<file path="src/rtl/flappy_pkg.sv">
// Shared constants for the flappy button conditioner: channel FSM encodings,
// button indices and default timing.
package flappy_pkg;

  localparam logic [1:0] ST_IDLE      = 2'd0;
  localparam logic [1:0] ST_PRESS_CHK = 2'd1;
  localparam logic [1:0] ST_HELD      = 2'd2;
  localparam logic [1:0] ST_REL_CHK   = 2'd3;

  localparam int BTN_UP   = 32'd0;
  localparam int BTN_DOWN = 32'd1;

  localparam int DEF_N_BTN           = 32'd2;
  localparam int DEF_SYNC_STAGES     = 32'd2;
  localparam int DEF_DEBOUNCE_CYCLES = 32'd50000;
  localparam int DEF_CNT_W           = 32'd16;
  localparam int DEF_REPEAT_DELAY    = 32'd25000000;
  localparam int DEF_REPEAT_PERIOD   = 32'd5000000;

endpackage

</file>
<file path="src/rtl/flappy_debounce_ch.sv">
// One button channel: synchroniser, 4-state debounce FSM and counters.
// FLAPPY_AUTOREPEAT_EN adds a repeat counter that re-pulses press while held.
module flappy_debounce_ch
  import flappy_pkg::*;
#(
  parameter int SYNC_STAGES     = DEF_SYNC_STAGES,
  parameter int DEBOUNCE_CYCLES = DEF_DEBOUNCE_CYCLES,
  parameter int CNT_W           = DEF_CNT_W
`ifdef FLAPPY_AUTOREPEAT_EN
  ,
  parameter int REPEAT_DELAY    = DEF_REPEAT_DELAY,
  parameter int REPEAT_PERIOD   = DEF_REPEAT_PERIOD
`endif
) (
  input  logic clk,
  input  logic rst_n,
  input  logic clr,
  input  logic din,
  output logic level,
  output logic press,
  output logic rel
);

  localparam logic [CNT_W-1:0] DEB_LAST = CNT_W'(DEBOUNCE_CYCLES - 1);
  localparam logic [CNT_W-1:0] CNT_MAX  = {CNT_W{1'b1}};

  logic [SYNC_STAGES-1:0] sync_r;
  logic [1:0]             state_r, state_s;
  logic [CNT_W-1:0]       cnt_r, cnt_s;
  logic                   level_r, level_s;
  logic                   press_r, press_s;
  logic                   rel_r, rel_s;
  logic                   synced_s;

`ifdef FLAPPY_AUTOREPEAT_EN
  localparam logic [CNT_W-1:0] RD_LAST = CNT_W'(REPEAT_DELAY - 1);
  localparam logic [CNT_W-1:0] RP_LAST = CNT_W'(REPEAT_PERIOD - 1);
  logic [CNT_W-1:0] rcnt_r, rcnt_s;
  logic             rfirst_r, rfirst_s;
`endif

  function automatic logic [CNT_W-1:0] sat_inc(input logic [CNT_W-1:0] v);
    if (v == CNT_MAX) begin
      sat_inc = v;
    end else begin
      sat_inc = v + CNT_W'(1);
    end
  endfunction

  assign synced_s = sync_r[SYNC_STAGES-1];

  // next-state logic for the debounce FSM and optional repeat counter
  always_comb begin
    state_s = state_r;
    cnt_s   = {CNT_W{1'b0}};
    level_s = level_r;
    press_s = 1'b0;
    rel_s   = 1'b0;
    case (state_r)
      ST_IDLE: begin
        if (synced_s) begin
          state_s = ST_PRESS_CHK;
        end else begin
          state_s = ST_IDLE;
        end
      end
      ST_PRESS_CHK: begin
        if (!synced_s) begin
          state_s = ST_IDLE;
        end else if (cnt_r == DEB_LAST) begin
          state_s = ST_HELD;
          level_s = 1'b1;
          press_s = 1'b1;
        end else begin
          cnt_s = sat_inc(cnt_r);
        end
      end
      ST_HELD: begin
        if (!synced_s) begin
          state_s = ST_REL_CHK;
        end else begin
          state_s = ST_HELD;
        end
      end
      ST_REL_CHK: begin
        if (synced_s) begin
          state_s = ST_HELD;
        end else if (cnt_r == DEB_LAST) begin
          state_s = ST_IDLE;
          level_s = 1'b0;
          rel_s   = 1'b1;
        end else begin
          cnt_s = sat_inc(cnt_r);
        end
      end
      default: begin
        state_s = ST_IDLE;
        level_s = 1'b0;
      end
    endcase
`ifdef FLAPPY_AUTOREPEAT_EN
    rcnt_s   = {CNT_W{1'b0}};
    rfirst_s = 1'b1;
    // first repeat waits the delay, later ones the period
    if ((state_r == ST_HELD) && synced_s) begin
      if (rcnt_r == (rfirst_r ? RD_LAST : RP_LAST)) begin
        press_s  = 1'b1;
        rfirst_s = 1'b0;
      end else begin
        rcnt_s   = sat_inc(rcnt_r);
        rfirst_s = rfirst_r;
      end
    end else begin
      rcnt_s   = {CNT_W{1'b0}};
      rfirst_s = 1'b1;
    end
`endif
  end

  // state registers; clr (design disabled) idles the channel silently
  always_ff @(posedge clk) begin
    if (!rst_n) begin
      sync_r   <= {SYNC_STAGES{1'b0}};
      state_r  <= ST_IDLE;
      cnt_r    <= {CNT_W{1'b0}};
      level_r  <= 1'b0;
      press_r  <= 1'b0;
      rel_r    <= 1'b0;
`ifdef FLAPPY_AUTOREPEAT_EN
      rcnt_r   <= {CNT_W{1'b0}};
      rfirst_r <= 1'b1;
`endif
    end else begin
      sync_r <= {sync_r[SYNC_STAGES-2:0], din};
      if (clr) begin
        state_r  <= ST_IDLE;
        cnt_r    <= {CNT_W{1'b0}};
        level_r  <= 1'b0;
        press_r  <= 1'b0;
        rel_r    <= 1'b0;
`ifdef FLAPPY_AUTOREPEAT_EN
        rcnt_r   <= {CNT_W{1'b0}};
        rfirst_r <= 1'b1;
`endif
      end else begin
        state_r  <= state_s;
        cnt_r    <= cnt_s;
        level_r  <= level_s;
        press_r  <= press_s;
        rel_r    <= rel_s;
`ifdef FLAPPY_AUTOREPEAT_EN
        rcnt_r   <= rcnt_s;
        rfirst_r <= rfirst_s;
`endif
      end
    end
  end

  assign level = level_r;
  assign press = press_r;
  assign rel   = rel_r;

endmodule

</file>
<file path="src/rtl/flappy_param_chk.sv">
// Elaboration-time parameter checks for the button conditioner.
// Repeat-counter width is only checked when FLAPPY_AUTOREPEAT_EN is defined.
module flappy_param_chk #(
  parameter int N_BTN           = 2,
  parameter int SYNC_STAGES     = 2,
  parameter int DEBOUNCE_CYCLES = 1,
  parameter int CNT_W           = 16,
  parameter int REPEAT_DELAY    = 1,
  parameter int REPEAT_PERIOD   = 1
) ();

  if (N_BTN < 2) begin : g_nbtn_err
    $error("flappy: N_BTN must be at least 2");
  end
  if (SYNC_STAGES < 2) begin : g_sync_err
    $error("flappy: SYNC_STAGES must be at least 2");
  end
  if (DEBOUNCE_CYCLES < 1) begin : g_deb_min_err
    $error("flappy: DEBOUNCE_CYCLES must be at least 1");
  end
  if (64'(DEBOUNCE_CYCLES) > (64'd1 << CNT_W)) begin : g_deb_w_err
    $error("flappy: CNT_W too narrow for DEBOUNCE_CYCLES");
  end
  if ((REPEAT_DELAY < 1) || (REPEAT_PERIOD < 1)) begin : g_rep_min_err
    $error("flappy: repeat timing must be at least 1");
  end
`ifdef FLAPPY_AUTOREPEAT_EN
  if ((64'(REPEAT_DELAY) > (64'd1 << CNT_W)) ||
      (64'(REPEAT_PERIOD) > (64'd1 << CNT_W))) begin : g_rep_w_err
    $error("flappy: CNT_W too narrow for repeat timing");
  end
`endif

endmodule

</file>
<file path="src/rtl/flappy_button_conditioner.sv">
// Button conditioner top: ena gating, per-channel debounce, conflict flag.
// Optional auto-repeat is enabled by defining FLAPPY_AUTOREPEAT_EN.
module flappy_button_conditioner
  import flappy_pkg::*;
#(
  parameter int N_BTN           = DEF_N_BTN,
  parameter int SYNC_STAGES     = DEF_SYNC_STAGES,
  parameter int DEBOUNCE_CYCLES = DEF_DEBOUNCE_CYCLES,
  parameter int CNT_W           = DEF_CNT_W,
  parameter int REPEAT_DELAY    = DEF_REPEAT_DELAY,
  parameter int REPEAT_PERIOD   = DEF_REPEAT_PERIOD
) (
  input  logic             clk,
  input  logic             rst_n,
  input  logic             ena,
  input  logic [N_BTN-1:0] btn_raw,
  output logic [N_BTN-1:0] btn_level,
  output logic [N_BTN-1:0] btn_press,
  output logic [N_BTN-1:0] btn_release,
  output logic             btn_conflict
);

  logic [N_BTN-1:0] din_s;
  logic             clr_s;
  logic             conflict_r;

  assign din_s = btn_raw & {N_BTN{ena}};
  assign clr_s = ~ena;

  flappy_param_chk #(
    .N_BTN(N_BTN), .SYNC_STAGES(SYNC_STAGES), .DEBOUNCE_CYCLES(DEBOUNCE_CYCLES),
    .CNT_W(CNT_W), .REPEAT_DELAY(REPEAT_DELAY), .REPEAT_PERIOD(REPEAT_PERIOD)
  ) u_chk ();

  for (genvar g = 0; g < N_BTN; g++) begin : g_ch
    flappy_debounce_ch #(
      .SYNC_STAGES(SYNC_STAGES),
      .DEBOUNCE_CYCLES(DEBOUNCE_CYCLES),
      .CNT_W(CNT_W)
`ifdef FLAPPY_AUTOREPEAT_EN
      ,
      .REPEAT_DELAY(REPEAT_DELAY),
      .REPEAT_PERIOD(REPEAT_PERIOD)
`endif
    ) u_ch (
      .clk  (clk),
      .rst_n(rst_n),
      .clr  (clr_s),
      .din  (din_s[g]),
      .level(btn_level[g]),
      .press(btn_press[g]),
      .rel  (btn_release[g])
    );
  end

  // conflict flag lags btn_level by one cycle
  always_ff @(posedge clk) begin
    if (!rst_n) begin
      conflict_r <= 1'b0;
    end else if (!ena) begin
      conflict_r <= 1'b0;
    end else begin
      conflict_r <= btn_level[BTN_UP] & btn_level[BTN_DOWN];
    end
  end

  assign btn_conflict = conflict_r;

endmodule

</file>
<file path="config.mk">
export PLATFORM = sky130hd
export DESIGN_NAME = flappy_button_conditioner
export DESIGN_NICKNAME = d
export VERILOG_FILES = /design/src/rtl/flappy_pkg.sv /design/src/rtl/flappy_debounce_ch.sv /design/src/rtl/flappy_param_chk.sv /design/src/rtl/flappy_button_conditioner.sv
export SDC_FILE = /design/constraint.sdc
export NUM_CORES = 1
export LEC_CHECK = 0
export ABC_AREA = 0
export CAP_MARGIN = 15
export CELL_PAD_IN_SITES_DETAIL_PLACEMENT = 2
export CELL_PAD_IN_SITES_GLOBAL_PLACEMENT = 2
export CORE_ASPECT_RATIO = 1.75
export CORE_MARGIN = 2
export CORE_UTILIZATION = 40
export CTS_CLUSTER_SIZE = 8
export DETAILED_ROUTE_END_ITERATION = 7
export PLACE_DENSITY = 0.86
export SLEW_MARGIN = 20
export SYNTH_ARGS = -nofsm -noshare
export SYNTH_HDL_FRONTEND = slang
export SYNTH_HIERARCHICAL = 1
export SYNTH_SLANG_ARGS = --single-unit
</file>
<file path="constraint.sdc">
create_clock -name clk -period 3.4 [get_ports clk]
set_input_delay 0.51 -clock clk [delete_from_list [all_inputs] [get_ports clk]]
set_output_delay 0.51 -clock clk [all_outputs]
set_load 0.05 [all_outputs]
</file>
==> impl_summary.txt <==
----------------------------------------------------
[Status]
  Run status ... complete, no violations

[GRT]
  Antenna violations before repair ... 0
  Number of global-route vias before repair ... 2151
  Largest net degree at the start of global routing ... 16
  Total global routing overflow ... 0
  Wire length of the first global-routing pass ... 10500 µm
  Global routing usage summed across all routing layers ... 0.216

[Setup path]
  Startpoint of the lowest-slack register-to-register path ... g_ch[1].u_ch/cnt_r[11]
  Worst Setup Path Type ... input port to flop
  Timing endpoint of the critical path ... g_ch[1].u_ch/cnt_r[6]
  Start point of the critical path ... rst_n
  Required time of the critical path ... 3.63 ns
  Worst reg-to-reg setup slack ... 1.35 ns
  Critical-path maximum fanout ... 12
  Reg2reg path depth ... 4
  Endpoint of the worst-slack reg-to-reg timing path ... g_ch[1].u_ch/cnt_r[6]
  CP endpoint kind ... flop
  Critical Path AT ... 2.46 ns
  Startpoint Class ... input port

[Synth]
  Netlist cell types ... 50
  Number of flops mapped to enable cells by yosys ... 0
  Async set-or-reset flop fraction in the synthesized netlist ... 0
  Flop and latch count out of synthesis ... 47
  Yosys synthesis warning count ... 6
  Average instance area after synthesis ... 8.97 µm²
  Mapped Cells ... 256
  Share of the yosys chip area belonging to registers ... 0.410
  Post-Synthesis Net Count ... 263
  Cell area after synthesis ... 2300 µm²
  Ys flop type ... dfxtp_1

[STA]
  Maximum achievable frequency ... 449 MHz
  Final Slew Violations ... 0
  Post-route minimum period ... 2.23 ns
  Relative max-transition margin ... 0.426
  RSZ-0062 raised after global routing ... no
  Largest clock skew in the final design ... 0.00890 ns
  Aggregate negative setup slack ... 0 ns
  Post-Route Hold Slack ... 0.457 ns
  Fin crit share ... 0.655
  Total of endpoints with negative setup slack in the final report ... 0
  Hold violation count in the final report ... 0
  Measured slew at the worst slew-check pin ... 0.853 ns

[Floorplanning]
  Placement Rows ... 36
  I/O pins ... 12
  Vertical die dimension ... 104 µm
  Placeable Area ... 5540 µm²
  DIE AREA ... 6390 µm²
  Starting utilization of the core area ... 0.414
  Die Span X ... 61.3 µm

[Drt]
  Wire length on met2 ... 3570 µm
  Routed via count divided by cell count ... 5.79
  DR WL met3 ... 72 µm
  First-pass detailed-route iteration total ... 4
  Routed wire length ... 6190 µm
  Wire length the detailed router placed on met1 ... 2440 µm
  Count of routing violations after the opening detailed-route iteration ... 102
  Detail-routed net length per standard cell ... 18.0 µm
  Top sig layer ... met4
  Post-route DRC violation count ... 0
  Routed via count ... 1996
  Remaining number of nets flagged by the antenna check after routing ... 0

[Power and ir drop]
  Static Leakage ... 0.751 nW
  Power density cells ... 367 nW/µm²
  Max VDD drop ... 0.000275 V

[CTS]
  Root cell of the clock tree ... clkbuf_8
  Number of cells upsized or downsized after cts ... 0
  Clk_lat worst skew ... 0.31 ns
  Clock Sinks ... 47
  Number of H-tree branching levels ... 2
  Longest Clk Path Bufs ... 2
  Clock transition at the registers of the reported paths ... 0.09 ns
  Total setup buffers inserted after CTS ... 0
  Hold buffer count at CTS ... 0
  TritonCTS clock tree ... built
  Number of CTS-inserted buffers ... 5

[Cells and area]
  Share of cells above drive strength 1 ... 0.0929
  Relative area change from synthesis to final layout ... 11.6%
  Antenna diode instance count ... 0
  Layout Nets ... 275

[Min path]
  Worst min-delay path class ... flop to flop
  Launch point of the worst hold path ... g_ch[0].u_ch/sync_r[0]

[Placement]
  HPWL after detailed placement ... 4460 µm
  # port buffers ... 11
  Last weighted congestion value of the routability-driven placer ... 0.778

[Flow run]
  Number of maximum-capacitance violations ... 0

----------------------------------------------------
[flip-flops by register name (all words and copies together), names as in the netlist, named ones only]
signal and count:
g_ch.u_ch/cnt_r 32, g_ch.u_ch/sync_r 4, g_ch.u_ch/level 2, g_ch.u_ch/press 2
g_ch.u_ch/rel 2, g_ch.u_ch/state_r 2, btn_conflict 1
[where the power goes]
group          switching (mW)  internal, mW  leakage [nW]
logic                 0.00638       0.00762         0.325
clock network           0.208         0.166        0.0474
registers             0.00131         0.552         0.379
total                   0.215         0.726         0.751
[cells in the mapped netlist, drive strengths merged (6+ instances only)]
cell type | count | area [µm²]
nor2 | 11 | 43.8
or4 | 6 | 56.3
and2 | 7 | 46.3
nand4 | 11 | 68.8
buf | 6 | 45.0
nor2b | 6 | 37.5
dfxtp | 47 | 941
nand2 | 15 | 63.8
o21ai | 6 | 30.0
nor3 | 9 | 45.0
inv | 10 | 37.5
mux2i | 11 | 110
a21oi | 20 | 104
nand3 | 18 | 100
and3 | 6 | 37.5
nor4 | 12 | 96.3
[cell type report]
cell class,instances,area (µm²)
fill,627,2980
tap,76,95.1
multi-input combinational,191,1260
timing repair buffer,13,125
sequential,47,941
inverter,10,37.5
clock inverter,2,16.3
clock buffer,6,82.6
[critical path, stage by stage]
cell	delay (ns)
clkdlybuf4s50_1	0.60
nor2b_1	0.32
and3_1	0.39
nand2_1	0.36
nor3_1	0.27
[kinds of logic (layout without fill, tap and decap cells)]
logic type | count (synthesis) | after routing | synth area share
AOI/OAI and AO/OA | 46 | 46 | 0.124
and+or+nand+nor | 124 | 124 | 0.338
DFF | 47 | 47 | 0.410
buffers and inverters | 18 | 31 | 0.0392
muxes | 11 | 11 | 0.0480
adders and majority gates | 2 | 2 | 0.0109
xor gates and xnor gates | 8 | 8 | 0.0305
[metal layers]
layer  vias up  track usage
li1        975            -
met1      1000        0.237
met2        12        0.391
met3         9       0.0386
met4         0       0.0745
met5         -            0
[cells in the final DEF (no fill, tap or decap), types with 2 or more instances in the layout]
master / n
buf_4: 2
and4_1: 4
a21oi_1: 19
o211ai_1: 2
or4_4: 3
o31ai_1: 5
xor2_1: 4
nor2b_1: 6
a31oi_1: 3
nor2_1: 10
and2_2: 2
a21boi_0: 2
ha_1: 2
mux2i_1: 11
clkbuf_8: 6
or4_1: 3
or3_1: 4
nand2_1: 14
and2_1: 5
nor4_1: 10
clkdlybuf4s50_1: 11
nand3_1: 16
nor3_1: 9
nand3b_1: 4
and4b_1: 2
dfxtp_1: 47
xnor2_1: 4
nand4_1: 11
o21ai_0: 6
nand2b_1: 3
inv_1: 10
nand3_2: 2
and3_1: 6
a211oi_1: 3
[worst min path at each step]
stage	slack (ns)	end	cells past startpoint
2_1_floorplan	0.41	g_ch[0].u_ch/sync_r[1]	1
3_3_place_gp	0.43	g_ch[1].u_ch/sync_r[1]	1
3_5_place_dp	0.43	g_ch[0].u_ch/sync_r[1]	1
4_1_cts	0.46	g_ch[0].u_ch/sync_r[1]	1
5_1_grt	0.48	g_ch[0].u_ch/sync_r[1]	1
6_report	0.46	g_ch[0].u_ch/sync_r[1]	1
[stage by stage]
step                      power (mW)   util  instances  worst slack, ns  cell area [µm²]
after floorplan                0.572      -        256             1.54             2300
after global placement         0.579  0.445        337            0.984             2460
after detailed placement       0.580  0.445        337            0.861             2460
after CTS                      0.955  0.463        345             1.18             2560
after global routing           0.985  0.463        345            0.947             2560
final                          0.941  0.463        345             1.17             2560
Note: power is estimated with default switching activity, not from simulation.
